--- src/rtl/imem_loader_if.sv ---
// Stream-in and instruction-memory write bundle for the boot loader.
// The loader takes the slave view. A source or bench takes the master view.
interface imem_loader_if #(
   parameter int ADDR_WIDTH = 8
);
   logic                  in_valid;
   logic [31:0]           in_data;
   logic                  in_ready;
   logic                  imem_we;
   logic [ADDR_WIDTH-1:0] imem_addr;
   logic [31:0]           imem_wdata;

   modport master (
      output in_valid,
      output in_data,
      input  in_ready,
      input  imem_we,
      input  imem_addr,
      input  imem_wdata
   );

   modport slave (
      input  in_valid,
      input  in_data,
      output in_ready,
      output imem_we,
      output imem_addr,
      output imem_wdata
   );
endinterface

--- src/rtl/imem_loader.sv ---
// Boot-time program loader: streams words into instruction memory and holds the
// core in reset until the end-marker word has been written.
module imem_loader #(
   parameter int          ADDR_WIDTH    = 8,
   parameter logic [31:0] END_MARKER    = 32'hFFFF_FFFF,
   parameter int          RELEASE_DELAY = 4
) (
   input  logic                clk,
   input  logic                reset,
   input  logic                start,
   imem_loader_if.slave        bus,
   output logic                cpu_reset,
   output logic                load_done,
   output logic                error,
   output logic [ADDR_WIDTH:0] word_count
);
   typedef enum logic [2:0] {IDLE, LOAD, RELEASE, RUN, ERROR} state_t;

   localparam int                    DW         = $clog2(RELEASE_DELAY + 1);
   localparam logic [ADDR_WIDTH-1:0] LAST_ADDR  = '1;
   localparam logic [DW-1:0]         DELAY_LAST = DW'(RELEASE_DELAY - 1);

   state_t                state_reg;
   logic [ADDR_WIDTH-1:0] addr_reg;
   logic [DW-1:0]         delay_reg;
   logic                  imem_we_reg;
   logic [ADDR_WIDTH-1:0] imem_addr_reg;
   logic [31:0]           imem_wdata_reg;
   logic                  cpu_reset_reg;
   logic                  load_done_reg;
   logic                  error_reg;
   logic [ADDR_WIDTH:0]   word_count_reg;

   // Ready is a pure decode of the state register, so there is no path from in_valid.
   assign bus.in_ready   = (state_reg == LOAD);
   assign bus.imem_we    = imem_we_reg;
   assign bus.imem_addr  = imem_addr_reg;
   assign bus.imem_wdata = imem_wdata_reg;
   assign cpu_reset      = cpu_reset_reg;
   assign load_done      = load_done_reg;
   assign error          = error_reg;
   assign word_count     = word_count_reg;

   always_ff @(posedge clk) begin
      if (reset) begin
         state_reg      <= IDLE;
         addr_reg       <= '0;
         delay_reg      <= '0;
         imem_we_reg    <= 1'b0;
         imem_addr_reg  <= '0;
         imem_wdata_reg <= '0;
         cpu_reset_reg  <= 1'b1;
         load_done_reg  <= 1'b0;
         error_reg      <= 1'b0;
         word_count_reg <= '0;
      end else begin
         imem_we_reg <= 1'b0;
         case (state_reg)
            IDLE, RUN, ERROR: begin
               if (start) begin
                  state_reg      <= LOAD;
                  addr_reg       <= '0;
                  word_count_reg <= '0;
                  error_reg      <= 1'b0;
                  load_done_reg  <= 1'b0;
                  cpu_reset_reg  <= 1'b1;
               end
            end
            LOAD: begin
               if (bus.in_valid) begin
                  imem_we_reg    <= 1'b1;
                  imem_addr_reg  <= addr_reg;
                  imem_wdata_reg <= bus.in_data;
                  word_count_reg <= word_count_reg + 1'b1;
                  // The marker check comes before the full check, so a marker in the last slot loads cleanly.
                  if (bus.in_data == END_MARKER) begin
                     state_reg <= RELEASE;
                     delay_reg <= '0;
                  end else if (addr_reg == LAST_ADDR) begin
                     state_reg <= ERROR;
                     error_reg <= 1'b1;
                  end else begin
                     addr_reg <= addr_reg + 1'b1;
                  end
               end
            end
            RELEASE: begin
               if (delay_reg == DELAY_LAST) begin
                  state_reg     <= RUN;
                  cpu_reset_reg <= 1'b0;
                  load_done_reg <= 1'b1;
               end else begin
                  delay_reg <= delay_reg + 1'b1;
               end
            end
            default: state_reg <= IDLE;
         endcase
      end
   end
endmodule

--- src/flat_wrapper.sv ---
// flat-port wrapper written by rule: the top's interface ports become plain ports
module imem_loader_flat 
#(
   parameter int          ADDR_WIDTH    = 8,
   parameter logic [31:0] END_MARKER    = 32'hFFFF_FFFF,
   parameter int          RELEASE_DELAY = 4
)
  (clk, reset, start, cpu_reset, load_done, error, word_count, bus_in_valid, bus_in_data, bus_in_ready, bus_imem_we, bus_imem_addr, bus_imem_wdata);
  imem_loader_if #(.ADDR_WIDTH(ADDR_WIDTH)) bus_i ();
  input  logic clk;
  input  logic reset;
  input  logic start;
  output logic cpu_reset;
  output logic load_done;
  output logic error;
  output logic [ADDR_WIDTH:0] word_count;
  input wire logic [$bits(bus_i.in_valid)-1:0] bus_in_valid;
  input wire logic [$bits(bus_i.in_data)-1:0] bus_in_data;
  output wire logic [$bits(bus_i.in_ready)-1:0] bus_in_ready;
  output wire logic [$bits(bus_i.imem_we)-1:0] bus_imem_we;
  output wire logic [$bits(bus_i.imem_addr)-1:0] bus_imem_addr;
  output wire logic [$bits(bus_i.imem_wdata)-1:0] bus_imem_wdata;
  assign bus_i.in_valid = bus_in_valid;
  assign bus_i.in_data = bus_in_data;
  assign bus_in_ready = bus_i.in_ready;
  assign bus_imem_we = bus_i.imem_we;
  assign bus_imem_addr = bus_i.imem_addr;
  assign bus_imem_wdata = bus_i.imem_wdata;
  imem_loader #(.ADDR_WIDTH(ADDR_WIDTH), .END_MARKER(END_MARKER), .RELEASE_DELAY(RELEASE_DELAY)) u_core (.clk(clk), .reset(reset), .start(start), .bus(bus_i), .cpu_reset(cpu_reset), .load_done(load_done), .error(error), .word_count(word_count));
endmodule
--- config.mk ---
export PLATFORM = sky130hd
export DESIGN_NAME = imem_loader_flat
export DESIGN_NICKNAME = d
export VERILOG_FILES = /design/src/rtl/imem_loader_if.sv /design/src/rtl/imem_loader.sv /design/src/flat_wrapper.sv
export SDC_FILE = /design/constraint.sdc
export NUM_CORES = 1
export LEC_CHECK = 0
export ABC_AREA = 1
export ABC_CLOCK_PERIOD_IN_PS = 3150
export BUFFER_PORTS_ARGS = -buffer_cell sky130_fd_sc_hd__buf_2
export CORE_UTILIZATION = 25
export DETAILED_ROUTE_END_ITERATION = 8
export GPL_TIMING_DRIVEN = 0
export SLEW_MARGIN = 20
export SYNTH_ARGS = -nofsm -noshare
export SYNTH_HDL_FRONTEND = slang
export SYNTH_SLANG_ARGS = --single-unit
export TNS_END_PERCENT = 100
--- constraint.sdc ---
create_clock -name clk -period 3.15 [get_ports clk]
set_input_delay 0.315 -clock clk [delete_from_list [all_inputs] [get_ports clk]]
set_output_delay 0.315 -clock clk [all_outputs]
set_load 0.03 [all_outputs]
==> flow_metrics.env, run 1 <==
export IMPL_result_of_the_run="complete, no violations"
export IMPL_synth_seq_cells=67
export IMPL_pwr_share_comb_pct=34.3
export IMPL_clock_power_share_pct=31.5
export IMPL_fraction_of_post_synthesis_cell_area_in_the_top_cell_type_by_area_pct=43.2
export IMPL_cts_setup_buffers=0
export IMPL_final_net_count=588
export IMPL_period_share_pct=59.4
export IMPL_power_dissipated_by_switching_net_loads_mw=1.23
export IMPL_drt_iter0_markers=160
export IMPL_area_growth_synth_to_final_pct=30.5
export IMPL_number_of_clock_sinks=67
export IMPL_clock_skew_final_ns=0.00261
export IMPL_cts_root_buffer_cell="sky130_fd_sc_hd__clkbuf_16"
export IMPL_timing_hold_worst_class="input port to register"
export IMPL_syn_area_um2=3110
export IMPL_finalSetupViolations=0
export IMPL_maxCapViolations=0
export IMPL_cts_repair_resize_count=0
export IMPL_crit_path_max_fanout=9
export IMPL_final_setup_worst_slack_ns=1.28
export IMPL_fin_tns_setup_ns=0
export IMPL_num_rows=40
export IMPL_initial_antenna_violation_count=0
export IMPL_port_buffer_count=88
export IMPL_synth_enable_flop_cells=0
export IMPL_synth_common_cells="sky130_fd_sc_hd__nor2_1, sky130_fd_sc_hd__nand2_1, sky130_fd_sc_hd__dfxtp_1"
export IMPL_detail_route_wirelength_mm=8.61
export IMPL_fraction_of_final_layout_cells_with_drive_strength_greater_than_1_pct=22.4
export IMPL_finalNonFillerCells=721
export IMPL_total_die_area_um2=12900
export IMPL_postCtsHoldBufs=0
export IMPL_grt_first_pass_wirelength_mm=14.0
export IMPL_syn_num_nets=489
export IMPL_critical_path_endpoint_type="output pin"
export IMPL_tritoncts="done"
export IMPL_utilization_pct=33.6
export IMPL_synth_avg_cell_area_um2=6.92
export IMPL_via_count=3127
export IMPL_slew_viol_final=0
export IMPL_crit_path_start_kind="register"
export IMPL_grt_use_total_pct=14.1
export IMPL_ant_nets=0
export IMPL_first_global_vias=2929
export IMPL_grt_max_degree=12
export IMPL_fmax_ghz=0.535
export IMPL_ys_async_sr_fraction_pct=0
export IMPL_vias_per_cell=4.34
export IMPL_powerDensity_nw_per_um2=785
export IMPL_worst_slew_pin_slew_ns=0.562
export IMPL_place_gp_congestion=0.870
export IMPL_power_switching_fraction_pct=38.5
export IMPL_start_util_pct=25.7
export IMPL_post_synth_inst_count=449
export IMPL_vertical_die_dimension_um=113
export IMPL_ys_dominant_reg_cell="sky130_fd_sc_hd__dfxtp_1"
export IMPL_design_portCount=90
export IMPL_wl_per_cell_um=11.9
export IMPL_placedCellCount=705
export IMPL_fp_coreArea_um2=12100
export IMPL_largest_register_ff_count=32
export IMPL_clock_path_buffers=2
export IMPL_number_of_h_tree_levels=3
export IMPL_fill_cells=1306
export IMPL_clk_latency_ns=0.33
export IMPL_slew_headroom_pct=62.4
export IMPL_seq_area_frac_synth_pct=43.2
export IMPL_synth_top_cells_by_area="sky130_fd_sc_hd__dfxtp_1, sky130_fd_sc_hd__nor2_1, sky130_fd_sc_hd__nand2_1"
export IMPL_yosysMostFrequentCell="sky130_fd_sc_hd__nor2_1"
export IMPL_final_min_clock_period_ns=1.87
export IMPL_ys_types=28
export IMPL_worstSetupPathType="register to output pin"
export IMPL_power_share_sequential_pct=34.3
export IMPL_clk_slew_on_worst_s_h_paths_ns=0.06
export IMPL_finalHoldViolCount=0
export IMPL_rsz0062_at_grt="no"
export IMPL_detail_route_drc_violations=0
export IMPL_pre_cts_ws_ns=1.37
export IMPL_antenna_cells=0
export IMPL_dpl_hpwl_mm=6.63
export IMPL_cts_made_buffers=9
export IMPL_power_internal_mw=1.95
export IMPL_first_pass_iters=4
export IMPL_ys_warnings_count=0
export IMPL_critPathRequiredTime_ns=2.83
export IMPL_grt_overflow=0
export IMPL_critPathArrivalTime_ns=1.55
export IMPL_p_leak_nw=1.81
export IMPL_die_x_um=113
export IMPL_synth_largest_area_cell="sky130_fd_sc_hd__dfxtp_1"
export IMPL_total_power_mw=3.18
export IMPL_vdd_drop_max_v=0.000276
per-layer routing:
metal	share of wire (%)	wire [µm]	track usage, %
met5	0	0	0
met3	5.5	476	3.24
met4	1.7	143	7.89
met1	46	3990	17.6
met2	46	3990	22.4
worst paths after layout:
| kind | start | end | slack [ns] | cells past startpoint |
|---|---|---|---|---|
| setup / recovery | u_core.state_reg[0]$_SDFFE_PP0P_ | bus_in_ready | 1.28 | 3 |
| hold / removal | bus_in_data[0] | u_core.bus.imem_wdata[0]$_SDFFE_PP0P_ | 0.25 | 3 |
| setup reg to reg | u_core.addr_reg[1]$_SDFFE_PP0P_ | u_core.addr_reg[7]$_SDFFE_PP0P_ | 1.31 | 7 |
| hold reg to reg | u_core.error$_SDFFE_PP0P_ | u_core.error$_SDFFE_PP0P_ | 0.45 | 2 |
worst max-delay path, cell delays in order (launching register included):
cell and delay, ns:
sky130_fd_sc_hd__dfxtp_1 0.39, sky130_fd_sc_hd__inv_2 0.08, sky130_fd_sc_hd__nor3_4 0.44, sky130_fd_sc_hd__buf_2 0.31
layout make-up:
type	count	area (µm²)	area share [%]
flip-flops and latches	67	1340	33.1
clock inverters	4	50.0	1.23
inverters	32	120	2.96
repair buffers	88	440	10.9
plain buffers	17	95.1	2.35
well taps	168	210	5.19
multi-input cells	333	1550	38.2
clock buffers	12	246	6.08
power groups by stage:
stage | Clock, mW | Combinational, mW | Sequential [mW]
6_report | 1.00 | 1.09 | 1.09
3_5_place_dp | 0 | 1.09 | 1.11
5_1_grt | 1.07 | 1.20 | 1.11
3_3_place_gp | 0 | 1.08 | 1.10
4_1_cts | 1.03 | 1.10 | 1.09
2_1_floorplan | 0 | 0.523 | 1.36
cell usage in the layout (no fill, tap or decap), drive strengths merged:
cell type,instances
a21o,1
a21oi,22
a31oi,1
buf,96
bufinv,1
clkbuf,21
clkinv,1
clkinvlp,2
dfxtp,67
ha,4
inv,32
nand2,96
nand3,11
nand4,16
nor2,118
nor3,7
nor3b,2
o211ai,2
o21a,1
o21ai,46
o21bai,1
xnor2,2
xor2,3
stage by stage:
step           hold slack, ns  cell area, µm²
6_report                0.254            4050
5_1_grt                 0.273            4050
4_1_cts                 0.243            4050
3_5_place_dp            0.444            3760
3_3_place_gp            0.443            3760
2_1_floorplan           0.466            3110
logic make-up (layout without fill, tap and decap cells):
kind of cell	Yosys count	count (layout)	share of synthesized area [%]
flip-flops	67	67	43.2
buffers and inverters	49	153	6.93
adder cells (fa/ha/maj)	4	4	1.61
XOR/XNOR	5	5	1.41
AND/OR/NAND/NOR	250	250	34.5
AO/OA/AOI/OAI	74	74	12.4
Power figures use the tool's default switching activity.
==> inputs of run 2 (changes only) <==
Settings changed: ABC_AREA 1 to 0, ABC_CLOCK_PERIOD_IN_PS 3150 to 2000.
Clock period 3.15 ns to 2 ns, I/O delays scaled along.
==> flow_metrics.env, run 2 <==
export IMPL_critPathRequiredTime_ns=2.24
export IMPL_post_synth_inst_count=350
export IMPL_vdd_drop_max_v=0.000339
export IMPL_postCtsHoldBufs=0
export IMPL_ys_types=44
export IMPL_ff2ff_setup_slack_ns=0.06
export IMPL_slowest_stage="sky130_fd_sc_hd__nor4b_2"
export IMPL_finalNonFillerCells=594
export IMPL_slew_headroom_pct=53.4
export IMPL_num_rows=38
export IMPL_powerDensity_nw_per_um2=787
export IMPL_fraction_of_final_layout_cells_with_drive_strength_greater_than_1_pct=29.3
export IMPL_cts_setup_buffers=0
export IMPL_final_min_clock_period_ns=1.94
export IMPL_critPathMaxStageDelay_ns=0.55
export IMPL_worst_path_dominant_cell_family="simple AND/OR/NAND/NOR gates"
export IMPL_layout_commonest_cell="sky130_fd_sc_hd__nand2_1"
export IMPL_largest_register_ff_count=32
export IMPL_start_util_pct=25.8
export IMPL_finalHoldViolCount=0
export IMPL_synth_largest_area_cell="sky130_fd_sc_hd__dfxtp_1"
export IMPL_clk_slew_on_worst_s_h_paths_ns=0.08
export IMPL_synth_avg_cell_area_um2=8.03
export IMPL_via_count=2816
export IMPL_placedCellCount=579
export IMPL_ys_warnings_count=0
export IMPL_ant_nets=0
export IMPL_crit_path_max_fanout=7
export IMPL_total_die_area_um2=11700
export IMPL_syn_num_nets=390
export IMPL_rsz0062_at_grt="yes"
export IMPL_fmax_ghz=0.514
export IMPL_synth_top_cells_by_area="sky130_fd_sc_hd__dfxtp_1, sky130_fd_sc_hd__nand2_1, sky130_fd_sc_hd__a21oi_1"
export IMPL_grt_overflow=0
export IMPL_worstPathCellList="ha_1, ha_1, nor4b_2, a311oi_2, nand2_1, nand2b_1, a21o_1"
export IMPL_first_pass_iters=4
export IMPL_ys_dominant_reg_cell="sky130_fd_sc_hd__dfxtp_1"
export IMPL_finalSetupViolations=0
export IMPL_dpl_hpwl_mm=5.68
export IMPL_area_growth_synth_to_final_pct=30.4
export IMPL_fraction_of_post_synthesis_cell_area_in_the_top_cell_type_by_area_pct=47.7
export IMPL_cp_num_buf_inv=0
export IMPL_detail_route_drc_violations=0
export IMPL_grt_use_total_pct=13.6
export IMPL_design_portCount=90
export IMPL_first_global_vias=2547
export IMPL_cts_made_buffers=9
export IMPL_grt_max_degree=14
export IMPL_critical_path_endpoint_type="register"
export IMPL_critPathMostFrequentCell="sky130_fd_sc_hd__ha_1"
export IMPL_placed_area_um2=3430
export IMPL_detail_route_wirelength_mm=7.69
export IMPL_vertical_die_dimension_um=108
export IMPL_synth_common_cells="sky130_fd_sc_hd__nand2_1, sky130_fd_sc_hd__dfxtp_1, sky130_fd_sc_hd__a21oi_1"
export IMPL_fill_cells=1207
export IMPL_p_leak_nw=1.46
export IMPL_clock_skew_final_ns=0.0106
export IMPL_layout_cells_most_common_list="sky130_fd_sc_hd__nand2_1, sky130_fd_sc_hd__buf_2, sky130_fd_sc_hd__dfxtp_1, sky130_fd_sc_hd__a21oi_1, sky130_fd_sc_hd__nor2_1"
export IMPL_multi_input_area_um2=1400
export IMPL_clock_path_buffers=2
export IMPL_total_power_mw=2.89
export IMPL_drt_iter0_markers=173
export IMPL_final_net_count=489
export IMPL_final_cell_area_um2=3670
export IMPL_syn_area_um2=2810
export IMPL_critPathArrivalTime_ns=2.19
export IMPL_maxCapViolations=0
export IMPL_worst_slew_pin_slew_ns=0.699
export IMPL_seq_area_frac_synth_pct=47.7
export IMPL_wl_per_cell_um=12.9
export IMPL_worstSetupPathType="register to register"
export IMPL_place_gp_congestion=0.803
export IMPL_cts_root_buffer_cell="sky130_fd_sc_hd__clkbuf_8"
export IMPL_vias_per_cell=4.74
export IMPL_antenna_cells=0
export IMPL_tritoncts="done"
export IMPL_period_share_pct=97.2
export IMPL_crit_path_start_kind="register"
export IMPL_number_of_h_tree_levels=3
export IMPL_synth_enable_flop_cells=0
export IMPL_grt_first_pass_wirelength_mm=12.5
export IMPL_timing_hold_worst_class="input port to register"
export IMPL_synth_seq_cells=67
export IMPL_result_of_the_run="complete, no violations"
export IMPL_die_x_um=108
export IMPL_initial_antenna_violation_count=1
export IMPL_clk_latency_ns=0.34
export IMPL_ys_async_sr_fraction_pct=0
export IMPL_slew_viol_final=0
export IMPL_yosysMostFrequentCell="sky130_fd_sc_hd__nand2_1"
export IMPL_regArea_um2=1340
export IMPL_port_buffer_count=89
export IMPL_number_of_clock_sinks=67
export IMPL_fp_coreArea_um2=10900
run 2: cell count changes after synthesis, moves of 9 or more:
| cell | delta |
|---|---|
| sky130_fd_sc_hd__a21oi_1 | +26 |
| sky130_fd_sc_hd__nand2_1 | +9 |
| sky130_fd_sc_hd__nor2_1 | -102 |
| sky130_fd_sc_hd__o21ai_0 | -40 |
| sky130_fd_sc_hd__inv_1 | -28 |
run 2: metal layers:
layer  routed length, µm  vias to the layer above  GRT usage [%]
met5                  13                        -              0
met4                  78                        2           4.11
met1                3540                     1292           17.8
met3                 512                       11           4.10
li1                    -                     1425              -
met2                3550                       86           21.5
run 2: worst register-to-register path, stage by stage, from the launching register on:
cell and delay, ns:
sky130_fd_sc_hd__dfxtp_1 0.34, sky130_fd_sc_hd__ha_1 0.21, sky130_fd_sc_hd__ha_1 0.22, sky130_fd_sc_hd__nor4b_2 0.55
sky130_fd_sc_hd__a311oi_2 0.15, sky130_fd_sc_hd__nand2_1 0.15, sky130_fd_sc_hd__nand2b_1 0.07, sky130_fd_sc_hd__a21o_1 0.17
run 2: power breakdown:
| group | internal [mW] | total [mW] | switching, mW |
|---|---|---|---|
| Combinational | 0.109 | 0.354 | 0.244 |
| Clock | 0.582 | 1.14 | 0.560 |
| Sequential | 1.37 | 1.39 | 0.0201 |
run 2: what timing repair did:
item,in CTS,in global routing
pin swaps,2,0
setup endpoints to repair,48,50
gates resized for setup,6,18
run 2: worst paths after layout:
kind / from / end / depth (start not counted)
worst min register to register: u_core.bus.imem_addr[3]$_SDFFE_PP0P_ / u_core.bus.imem_addr[3]$_SDFFE_PP0P_ / 2
worst max register to register: u_core.delay_reg[0]$_SDFFE_PP0P_ / u_core.cpu_reset$_SDFFE_PP1P_ / 7
worst min-delay path: bus_in_data[0] / u_core.bus.imem_wdata[0]$_SDFFE_PP0P_ / 3
worst max-delay path: u_core.delay_reg[0]$_SDFFE_PP0P_ / u_core.cpu_reset$_SDFFE_PP1P_ / 7
run 2: cells by family (layout without fill, tap and decap cells):
kind of cell	after synthesis	after routing	share of synthesized area (%)
AOI/OAI and AO/OA	81	81	17.3
buffers and inverters	23	127	3.60
xor gates and xnor gates	5	5	1.56
adders and majority gates	4	4	1.78
and+or+nand+nor	167	167	27.0
DFF	67	67	47.7
muxes	3	3	1.07
run 2: metrics by stage:
step	util [%]	hold slack, ns	TNS, ns	setup slack (ns)
2_1_floorplan	-	0.336	0	0.0962
6_report	33.7	0.104	0	0.0563
3_5_place_dp	31.5	0.443	-6.11	-0.293
4_1_cts	33.4	0.0772	0	0.0373
3_3_place_gp	31.5	0.439	-5.02	-0.255
5_1_grt	33.7	0.0896	-0.122	-0.0660
run 2: layout make-up:
type,instances,area share (%)
Clock inverter,7,2.01
Clock buffer,9,3.38
Sequential cell,67,36.6
Tap cell,140,4.78
Multi-Input combinational cell,260,38.1
Inverter,3,0.375
Timing Repair Buffer,89,12.1
Buffer,19,2.59
==> inputs of run 3 (changes only) <==
Settings changed: CORE_UTILIZATION 25 to 50, PLACE_DENSITY set to 0.83.
==> flow_metrics.env, run 3 (synthesized netlist as in run 2, its figures left out) <==
export IMPL_result_of_the_run="complete, no violations"
export IMPL_grt_first_pass_wirelength_mm=11.6
export IMPL_num_rows=26
export IMPL_clk_latency_ns=0.33
export IMPL_maxCapViolations=0
export IMPL_tritoncts="done"
export IMPL_final_net_count=489
export IMPL_worst_slew_pin_slew_ns=0.627
export IMPL_wl_per_cell_um=13.2
export IMPL_min_delay_start="bus_in_data[17]"
export IMPL_critPathMaxStageDelay_ns=0.55
export IMPL_hold_path_end="u_core.bus.imem_wdata[17]$_SDFFE_PP0P_"
export IMPL_detail_route_wirelength_mm=6.93
export IMPL_first_pass_iters=4
export IMPL_total_power_mw=2.73
export IMPL_grt_use_total_pct=23.9
export IMPL_cts_setup_buffers=0
export IMPL_drt_iter0_markers=161
export IMPL_power_internal_mw=1.99
export IMPL_critical_path_reg2reg_endpoint="u_core.addr_reg[5]$_SDFFE_PP0P_"
export IMPL_postCtsHoldBufs=0
export IMPL_timing_hold_worst_class="input port to register"
export IMPL_start_util_pct=53.3
export IMPL_layout_commonest_cell="sky130_fd_sc_hd__nand2_1"
export IMPL_total_die_area_um2=5930
export IMPL_fp_coreArea_um2=5270
export IMPL_crit_path_start_kind="register"
export IMPL_place_gp_congestion=0.847
export IMPL_fill_cells=506
export IMPL_finalHoldViolCount=0
export IMPL_largest_register_ff_count=32
export IMPL_clk_slew_on_worst_s_h_paths_ns=0.07
export IMPL_whs_path_depth=3
export IMPL_critPathRequiredTime_ns=2.26
export IMPL_critical_path_endpoint_type="register"
export IMPL_crit_path_max_fanout=10
export IMPL_clock_path_buffers=2
export IMPL_power_share_sequential_pct=51.0
export IMPL_slew_headroom_pct=58.2
export IMPL_vdd_drop_max_v=0.000463
export IMPL_period_share_pct=99.8
export IMPL_grt_max_degree=11
export IMPL_design_portCount=90
export IMPL_power_dissipated_by_switching_net_loads_uw=732
export IMPL_clock_power_share_pct=36.2
export IMPL_grt_overflow=0
export IMPL_regArea_um2=1340
export IMPL_dpl_hpwl_mm=4.90
export IMPL_powerDensity_nw_per_um2=767
export IMPL_ff2ff_setup_slack_ns=0.004
export IMPL_die_x_um=77.0
export IMPL_final_cell_area_um2=3560
export IMPL_slew_viol_final=0
export IMPL_initial_antenna_violation_count=0
export IMPL_slowest_stage="sky130_fd_sc_hd__or4_4"
export IMPL_fraction_of_final_layout_cells_with_drive_strength_greater_than_1_pct=27.3
export IMPL_ant_nets=0
export IMPL_layout_cells_most_common_list="sky130_fd_sc_hd__nand2_1, sky130_fd_sc_hd__buf_2, sky130_fd_sc_hd__dfxtp_1, sky130_fd_sc_hd__a21oi_1, sky130_fd_sc_hd__nor2_1"
export IMPL_detail_route_drc_violations=0
export IMPL_via_count=2803
export IMPL_clock_skew_final_ns=0.00652
export IMPL_fmax_ghz=0.501
export IMPL_number_of_clock_sinks=67
export IMPL_first_global_vias=2597
export IMPL_finalSetupViolations=0
export IMPL_cts_root_buffer_cell="sky130_fd_sc_hd__clkbuf_8"
export IMPL_cts_repair_resize_count=4
export IMPL_worstSetupPathType="register to register"
export IMPL_power_switching_fraction_pct=26.8
export IMPL_rsz0062_at_grt="yes"
export IMPL_cts_made_buffers=9
export IMPL_cp_num_buf_inv=1
export IMPL_final_min_clock_period_ns=2.00
export IMPL_critPathArrivalTime_ns=2.25
export IMPL_pwr_share_comb_pct=12.8
export IMPL_worstPathCellList="buf_6, nand2b_1, a2bb2oi_2, or4_4, or4_1, a31oi_1"
export IMPL_antenna_cells=0
export IMPL_worst_path_dominant_cell_family="simple AND/OR/NAND/NOR gates"
export IMPL_placed_area_um2=3340
export IMPL_vertical_die_dimension_um=77.0
export IMPL_vias_per_cell=5.35
export IMPL_number_of_h_tree_levels=3
export IMPL_multi_input_area_um2=1400
export IMPL_rr_startpoint="u_core.state_reg[2]$_SDFFE_PP0P_"
export IMPL_area_growth_synth_to_final_pct=26.5
export IMPL_r2r_cells=6
export IMPL_port_buffer_count=89
export IMPL_p_leak_nw=1.44
run 3: cell types whose count changed in the layout (fill, tap and decap cells not counted), moves of 2 or more:
cell,delta
sky130_fd_sc_hd__dfxtp_1,+2
sky130_fd_sc_hd__dfxtp_2,-2
sky130_fd_sc_hd__inv_6,-2
sky130_fd_sc_hd__clkbuf_2,-4
sky130_fd_sc_hd__clkbuf_1,+7
sky130_fd_sc_hd__clkbuf_8,+2
run 3: area by class of cell:
class | instances | share of cell area [%]
flip-flops and latches | 67 | 37.7
plain buffers | 19 | 2.64
clock buffers | 14 | 4.57
well taps | 70 | 2.46
repair buffers | 89 | 12.5
multi-input cells | 260 | 39.5
clock inverters | 2 | 0.281
inverters | 3 | 0.317
run 3: layer usage:
| metal | part of all wire, % | up-vias | GRT usage (%) |
|---|---|---|---|
| li1 | - | 1419 | - |
| met1 | 45 | 1298 | 30.5 |
| met2 | 48 | 77 | 39.8 |
| met3 | 5.4 | 9 | 4.76 |
| met4 | 0.94 | 0 | 8.87 |
| met5 | 0 | - | 0 |
run 3: power groups by stage:
| stage | Combinational (mW) | Clock, mW | Sequential, mW |
|---|---|---|---|
| 2_1_floorplan | 0.151 | 0 | 1.48 |
| 3_3_place_gp | 0.332 | 0 | 1.42 |
| 3_5_place_dp | 0.337 | 0 | 1.42 |
| 4_1_cts | 0.341 | 1.00 | 1.39 |
| 5_1_grt | 0.383 | 1.07 | 1.40 |
| 6_report | 0.349 | 0.986 | 1.39 |
run 3: worst reg2reg max path: stages (launching register included):
cell	delay [ns]
sky130_fd_sc_hd__dfxtp_1	0.31
sky130_fd_sc_hd__buf_6	0.13
sky130_fd_sc_hd__nand2b_1	0.16
sky130_fd_sc_hd__a2bb2oi_2	0.21
sky130_fd_sc_hd__or4_4	0.55
sky130_fd_sc_hd__or4_1	0.40
sky130_fd_sc_hd__a31oi_1	0.16
run 3: worst max path at each step:
stage	slack (ns)	cells after the start	start	endpoint
finish	0.004	6	u_core.state_reg[2]$_SDFFE_PP0P_	u_core.addr_reg[5]$_SDFFE_PP0P_
floorplan	0.1	7	u_core.delay_reg[0]$_SDFFE_PP0P_	u_core.cpu_reset$_SDFFE_PP1P_
CTS	0.01	6	u_core.state_reg[2]$_SDFFE_PP0P_	u_core.addr_reg[5]$_SDFFE_PP0P_
global placement	-0.20	7	u_core.delay_reg[0]$_SDFFE_PP0P_	u_core.cpu_reset$_SDFFE_PP1P_
detailed placement	-0.23	7	u_core.delay_reg[0]$_SDFFE_PP0P_	u_core.cpu_reset$_SDFFE_PP1P_
global route	-0.07	6	u_core.state_reg[2]$_SDFFE_PP0P_	u_core.addr_reg[5]$_SDFFE_PP0P_
run 3: through the flow:
stage	setup TNS [ns]	setup slack, ns	hold slack, ns	util, %	std cells
after floorplan	0	0.0962	0.336	-	350
after global placement	-1.58	-0.196	0.439	63.5	509
after detailed placement	-2.22	-0.230	0.445	63.5	509
after CTS	0	0.0143	0.103	66.9	524
after global routing	-0.147	-0.0680	0.109	67.5	524
final	0	0.00429	0.110	67.5	524
